### src/rtl/ahb_slave_addr_decoder.sv
`default_nettype none
// ============================================================================
// Module      : ahb_slave_addr_decoder
// Description : AHB-Lite slave address decoder for a small 16-byte register
//               map. Accepted address-phase signals are decoded and
//               registered, so the dec_* outputs describe the transfer in its
//               data phase, one cycle after acceptance. Illegal transfers get
//               the two-cycle AHB ERROR response and produce no decode.
//
//               Map (byte addresses):
//                 0x0-0x3 BUFFER  (RW)   0x4-0x5 STATUS (RO)
//                 0x6-0x7 ERROR   (RO)   0x8     OCCUP  (RO, RW if OCC_WRITABLE)
//                 0xC     TX_CTRL (RW)   0xD     FLUSH  (RW)
//
// Ports       : clk, n_rst (async, active-low)
//               hsel, htrans[1:0], haddr[ADDR_W-1:0], hsize[HSIZE_W-1:0],
//               hwrite                          - AHB address phase in
//               hready, hresp                   - HREADYOUT / HRESP out
//               dec_valid, dec_write, dec_region[2:0], dec_byte_en[3:0]
//                                               - registered decode result
//
// Options     : define ADDR_DECODER_ALIGN_CHECK_EN to also reject misaligned
//               halfword/word transfers with an ERROR response.
//
// Revision    : 1.0 - initial release
// ============================================================================
module ahb_slave_addr_decoder #(
    parameter int ADDR_W       = 4,
    parameter int HSIZE_W      = 3,
    parameter int OCC_WRITABLE = 0
) (
    input  logic               clk,
    input  logic               n_rst,
    input  logic               hsel,
    input  logic [1:0]         htrans,
    input  logic [ADDR_W-1:0]  haddr,
    input  logic [HSIZE_W-1:0] hsize,
    input  logic               hwrite,
    output logic               hready,
    output logic               hresp,
    output logic               dec_valid,
    output logic               dec_write,
    output logic [2:0]         dec_region,
    output logic [3:0]         dec_byte_en
);

    localparam logic [2:0] c_rgn_buffer  = 3'd0;
    localparam logic [2:0] c_rgn_status  = 3'd1;
    localparam logic [2:0] c_rgn_error   = 3'd2;
    localparam logic [2:0] c_rgn_occup   = 3'd3;
    localparam logic [2:0] c_rgn_tx_ctrl = 3'd4;
    localparam logic [2:0] c_rgn_flush   = 3'd5;
    localparam logic [2:0] c_rgn_none    = 3'd7;

    typedef enum logic [1:0] {
        ST_IDLE = 2'd0,
        ST_ERR1 = 2'd1,
        ST_ERR2 = 2'd2
    } state_t;

    state_t     r_state;
    logic       r_hready;
    logic       r_hresp;

    logic       w_accept;
    logic       w_err;
    logic       w_mapped;
    logic       w_ro;
    logic       w_size_bad;
    logic       w_overrun;
    logic       w_misalign;
    logic [2:0] w_region;
    logic [1:0] w_base_lo;   // region base, low two bits (offsets never exceed 3)
    logic [2:0] w_rgn_size;  // region length in bytes
    logic [2:0] w_nbytes;
    logic [3:0] w_mask;
    logic [1:0] w_off;
    logic [3:0] w_end;
    logic [3:0] w_byte_en;

    assign hready   = r_hready;
    assign hresp    = r_hresp;

    // hready is low only in ERR1, so nothing is accepted there.
    assign w_accept = hsel & htrans[1] & r_hready;

    // ------------------------------------------------------------------
    // Address-phase decode
    // ------------------------------------------------------------------
    always_comb begin
        w_mapped   = 1'b1;
        w_ro       = 1'b0;
        w_region   = c_rgn_none;
        w_base_lo  = 2'd0;
        w_rgn_size = 3'd1;
        case (haddr[3:0])
            4'h0, 4'h1, 4'h2, 4'h3: begin
                w_region   = c_rgn_buffer;
                w_rgn_size = 3'd4;
            end
            4'h4, 4'h5: begin
                w_region   = c_rgn_status;
                w_rgn_size = 3'd2;
                w_ro       = 1'b1;
            end
            4'h6, 4'h7: begin
                w_region   = c_rgn_error;
                w_base_lo  = 2'd2;
                w_rgn_size = 3'd2;
                w_ro       = 1'b1;
            end
            4'h8: begin
                w_region   = c_rgn_occup;
                w_ro       = (OCC_WRITABLE == 0);
            end
            4'hC: w_region = c_rgn_tx_ctrl;
            4'hD: begin
                w_region   = c_rgn_flush;
                w_base_lo  = 2'd1;
            end
            default: w_mapped = 1'b0;
        endcase
        // Any address bit above bit 3 set means the access is outside the map.
        if ((haddr >> 4) != '0) begin
            w_mapped = 1'b0;
        end
    end

    always_comb begin
        w_nbytes = 3'd4;
        w_mask   = 4'b1111;
        case (hsize[1:0])
            2'd0: begin
                w_nbytes = 3'd1;
                w_mask   = 4'b0001;
            end
            2'd1: begin
                w_nbytes = 3'd2;
                w_mask   = 4'b0011;
            end
            default: begin
                w_nbytes = 3'd4;
                w_mask   = 4'b1111;
            end
        endcase
    end

    assign w_size_bad = (hsize > HSIZE_W'(2));
    assign w_off      = haddr[1:0] - w_base_lo;
    assign w_end      = {2'b00, w_off} + {1'b0, w_nbytes};
    assign w_overrun  = (w_end > {1'b0, w_rgn_size});
    // Shifting in a 4-bit context drops lanes past byte 3.
    assign w_byte_en  = w_mask << w_off;

`ifdef ADDR_DECODER_ALIGN_CHECK_EN
    assign w_misalign = ((hsize[1:0] == 2'd1) && haddr[0]) ||
                        ((hsize[1:0] == 2'd2) && (haddr[1:0] != 2'd0));
`else
    assign w_misalign = 1'b0;
`endif

    assign w_err = ~w_mapped | w_size_bad | (hwrite & w_ro) | w_overrun | w_misalign;

    // ------------------------------------------------------------------
    // Error-response FSM (two-cycle AHB ERROR)
    // ------------------------------------------------------------------
    always_ff @(posedge clk or negedge n_rst) begin
        if (!n_rst) begin
            r_state  <= ST_IDLE;
            r_hready <= 1'b1;
            r_hresp  <= 1'b0;
        end else begin
            case (r_state)
                ST_IDLE: begin
                    if (w_accept && w_err) begin
                        r_state  <= ST_ERR1;
                        r_hready <= 1'b0;
                        r_hresp  <= 1'b1;
                    end
                end
                ST_ERR1: begin
                    r_state  <= ST_ERR2;
                    r_hready <= 1'b1;
                    r_hresp  <= 1'b1;
                end
                ST_ERR2: begin
                    // A transfer accepted in ERR2 may itself be illegal.
                    if (w_accept && w_err) begin
                        r_state  <= ST_ERR1;
                        r_hready <= 1'b0;
                        r_hresp  <= 1'b1;
                    end else begin
                        r_state  <= ST_IDLE;
                        r_hready <= 1'b1;
                        r_hresp  <= 1'b0;
                    end
                end
                default: begin
                    r_state  <= ST_IDLE;
                    r_hready <= 1'b1;
                    r_hresp  <= 1'b0;
                end
            endcase
        end
    end

    // ------------------------------------------------------------------
    // Data-phase decode registers
    // ------------------------------------------------------------------
    always_ff @(posedge clk or negedge n_rst) begin
        if (!n_rst) begin
            dec_valid   <= 1'b0;
            dec_write   <= 1'b0;
            dec_region  <= c_rgn_none;
            dec_byte_en <= 4'b0000;
        end else if (w_accept && !w_err) begin
            dec_valid   <= 1'b1;
            dec_write   <= hwrite;
            dec_region  <= w_region;
            dec_byte_en <= w_byte_en;
        end else begin
            dec_valid   <= 1'b0;
            dec_write   <= 1'b0;
            dec_region  <= c_rgn_none;
            dec_byte_en <= 4'b0000;
        end
    end

endmodule
`default_nettype wire

### config.mk
export PLATFORM = sky130hd
export DESIGN_NAME = ahb_slave_addr_decoder
export DESIGN_NICKNAME = d
export VERILOG_FILES = /design/src/rtl/ahb_slave_addr_decoder.sv
export SDC_FILE = /design/constraint.sdc
export NUM_CORES = 1
export LEC_CHECK = 0
export ABC_CLOCK_PERIOD_IN_PS = 2770
export CAP_MARGIN = 0
export CELL_PAD_IN_SITES_DETAIL_PLACEMENT = 1
export CELL_PAD_IN_SITES_GLOBAL_PLACEMENT = 1
export CORE_ASPECT_RATIO = 1.4
export CORE_MARGIN = 8
export CORE_UTILIZATION = 36
export CTS_CLUSTER_DIAMETER = 60
export CTS_CLUSTER_SIZE = 20
export DETAILED_ROUTE_END_ITERATION = 10
export GPL_ROUTABILITY_DRIVEN = 0
export HOLD_SLACK_MARGIN = 0.02
export PLACE_DENSITY = 0.93
export SLEW_MARGIN = 10
export SYNTH_ARGS = -nofsm -noshare
export SYNTH_HDL_FRONTEND = slang
export SYNTH_SLANG_ARGS = --single-unit
### constraint.sdc
create_clock -name clk -period 2.77 [get_ports clk]
set_input_delay 0.277 -clock clk [delete_from_list [all_inputs] [get_ports clk]]
set_output_delay 0.277 -clock clk [all_outputs]
set_load 0.05 [all_outputs]
==> impl_results.md <==
- Pre-Repair DR Iteration Count: 4
- Mux cell area share after synthesis: 0%
- H-tree Lvls: 1
- GRT Overall Usage: a little over an eighth
- Final Skew: 0.00877 ns
- Syn Inst Count: 77
- Fin. max-slew vios: 0
- Post-route minimum period: 2.73 ns
- Top cell type's share of synthesized area: 29.3%
- I/O pins: 24
- Critical Path Start Type: input pin
- Fin. Hold Viols: 0
- Synth Area in Adders: a little under an eighth
- Clk buf depth: 2
- Post-synth cell types: 27
- Post-Synth XOR/XNOR Area: ~4.6%
- Most common cell after layout, fill and taps aside: clkdlybuf4s50_1
- Multi-input logic area: 517 um2
- Skew-Pair Late Insertion Delay: 0.28 ns
- DP HPWL: 1.71 mm
- Register share of total power: between 40% and 50%
- CTS Buf Count: 3
- Final antenna-violating net count: 0
- Hold crit path type: in -> async
- IR drop worst, VDD: between 0.2 and 0.3 mV
- Clock Pin Slew Worst Setup and Hold Paths: 0.08 ns
- Status: finished, final reports clean
- Die area: 3890 um2
- Initial Util: a little over a third
- Final worst-path setup slack: 0.0355 ns
- Register bit total from synthesis: 13
- Crit path required time: 2.99 ns
- Core ar.: around 2100 um2
- Synth Area in Simple Gates: a little over a fifth
- Clk sinks: 13
- Die Span X: 55.1 um
- Crit-path max FO: 4
- Pwr Density: 336 nW/um2
- Hold buffers post-CTS: 0
- DRC: 0
- Post-layout nets: 141
- Antenna Cells: 0
- Headroom to the max-slew limit: 64.0%
- Synth Area in Compound Gates: 14.8%
- Vias in the first global route: 802
- Die height: a little over 70 um
- WL/cell: ~19 um
- First-pass GRT wire length: 3.88 mm
- DRT Wirelength: 2.75 mm
- Ys Warns: 0
- Seq/Total Area, Yosys: a little over two fifths
- Fin Setup TNS: 0 ns
- Share of cells above drive strength 1: a little under two fifths
- Cell-internal power: 0.306 mW
- Fmax: between 300 and 400 MHz
- Worst EP arrival: 2.96 ns
- Area Overhead vs Synth: 66.2%
- Seq. cell area: 330 um2
- Max Cap Violations: 0
- Sw Pwr: 0.123 mW
- Biggest area consumer among synthesized cells: dfrtp_1
- Root Driver: clkbuf_4
- Leakage Power: 0.581 nW
- CTS tree: yes
- Rows: 20
- Final Cycle Share: between 90% and 100%
- Area contributors post-synth: dfrtp_1 29%, dfstp_2 14%, ha_1 11%, nor2b_1 4.1%, o21ai_0 3.9%
- Setup Viol. Count Final: 0
- Synthesized area: around 770 um2
- 1st-iter DRT viols: 9
- Initial antenna violation count: 0
- Clk pwr share: between 20% and 30%
- Crit path kind: in -> reg
- Syn avg cell area: 9.99 um2
- Prevailing post-synth register cell: dfrtp_1
- Ys async rst share: between 90% and 100%
- Vias: roughly 760
- Worst Setup End Kind: register
- Net Sw Frac: ~29%
- Logic pwr share: 28.4%
- Fill cells: 223
- Via density: around 5.3
- Gr ovfl total: 0
- Largest family of logic cells by synthesized area: simple AND/OR/NAND/NOR gates
- Post-Syn Nets: 97
- Most frequent cells in the layout: 18 x clkdlybuf4s50_1, 17 x buf_4, 9 x dfrtp_1
- Slew @ Worst Pin: 0.539 ns
- Largest net degree at the start of global routing: 14
- Pwr Total: 0.429 mW
- Post-synth EDFFs: 0
- Port Buf Inserts: 22
- DP Worst Slack: -0.772 ns
kinds of logic after synthesis:
group,Yosys count
simple gates,28
compound gates,17
flops,13
buf+inv,8
fa+ha+maj,7
xor+xnor,4
power by group through the flow:
stage	registers (mW)	clock network, mW	logic [mW]
after detailed placement	0.193	0	0.0933
after global placement	0.193	0	0.0880
after global routing	0.190	0.129	0.132
after CTS	0.190	0.118	0.105
final	0.190	0.117	0.122
after floorplan	0.193	0	0.0429
per-stage QoR:
stage                     hold slack, ns  cell area (um2)  instances  utilization (%)
final                              0.343             1280        142             60.8
after global routing               0.377             1280        142             60.8
after CTS                          0.359             1200        140             57.3
after detailed placement           0.479             1120        134             53.1
after global placement             0.442             1120        134             53.1
after floorplan                  -0.0186              769         77                -
per-layer routing:
| layer | global-route usage, % | share of wire [%] | up-vias |
|---|---|---|---|
| li1 | - | - | 352 |
| met1 | 13.5 | 35 | 379 |
| met2 | 24.6 | 58 | 19 |
| met3 | 2.31 | 5.0 | 6 |
| met4 | 4.83 | 1.9 | 0 |
| met5 | 0 | 0 | - |
critical path, cell delays in order:
cell           delay, ns
dlygate4sd2_1       0.25
nor2b_4             0.18
nand2_2             0.09
nor2_4              0.10
ha_4                0.17
xor2_4              0.19
xnor2_2             0.10
ha_4                0.17
a211oi_2            0.14
a21oi_1             0.07
ha_1                0.30
nand3_1             0.08
o21ai_1             0.09
o211ai_1            0.11
buf_4               0.18
nor3_4              0.24
and2_4              0.20
final cells by class:
| cell class | count | share of cell area, % |
|---|---|---|
| clock buffer | 4 | 2.05 |
| inverter | 6 | 1.76 |
| multi-input combinational | 57 | 40.4 |
| sequential | 13 | 25.8 |
| tap | 22 | 2.15 |
| timing repair buffer | 40 | 27.8 |
sequential cells by signal, summed over array words and instances, names as in the netlist:
register,cells
hresp,1
dec_byte_en,4
hready,1
dec_valid,1
r_state,2
dec_write,1
dec_region,3
synthesized netlist by cell type (2+ instances only):
cell,number
nor2_1,6
a211oi_1,2
o21ai_0,6
xnor2_1,3
a21oi_1,3
dfrtp_1,9
nand3_1,3
ha_1,7
dfstp_2,4
inv_1,6
nand2_1,7
and3_1,2
nor2b_1,5
final timing paths:
| check | from | end | slack, ns | cells after the start |
|---|---|---|---|---|
| worst max-delay path | haddr[2] | dec_write | 0.04 | 17 |
| worst min-delay path | n_rst | dec_write | 0.34 | 1 |
| worst max register to register | hready | dec_byte_en[1] | 1.37 | 3 |
| worst min register to register | r_state[1] | r_state[1] | 0.51 | 1 |
| max in group asynchronous | n_rst | dec_byte_en[3] | 2.06 | 1 |
| min in group clk | r_state[1] | r_state[1] | 0.51 | 1 |
timing repair:
action                                 CTS  global route
endpoints found under the hold margin    0             0
setup endpoints to repair               12            12
buffers inserted                         1             2
gates resized for setup                 19            10
cloned                                   1             0
pin swaps                                6             8
Note: power is estimated with default switching activity, not from simulation.
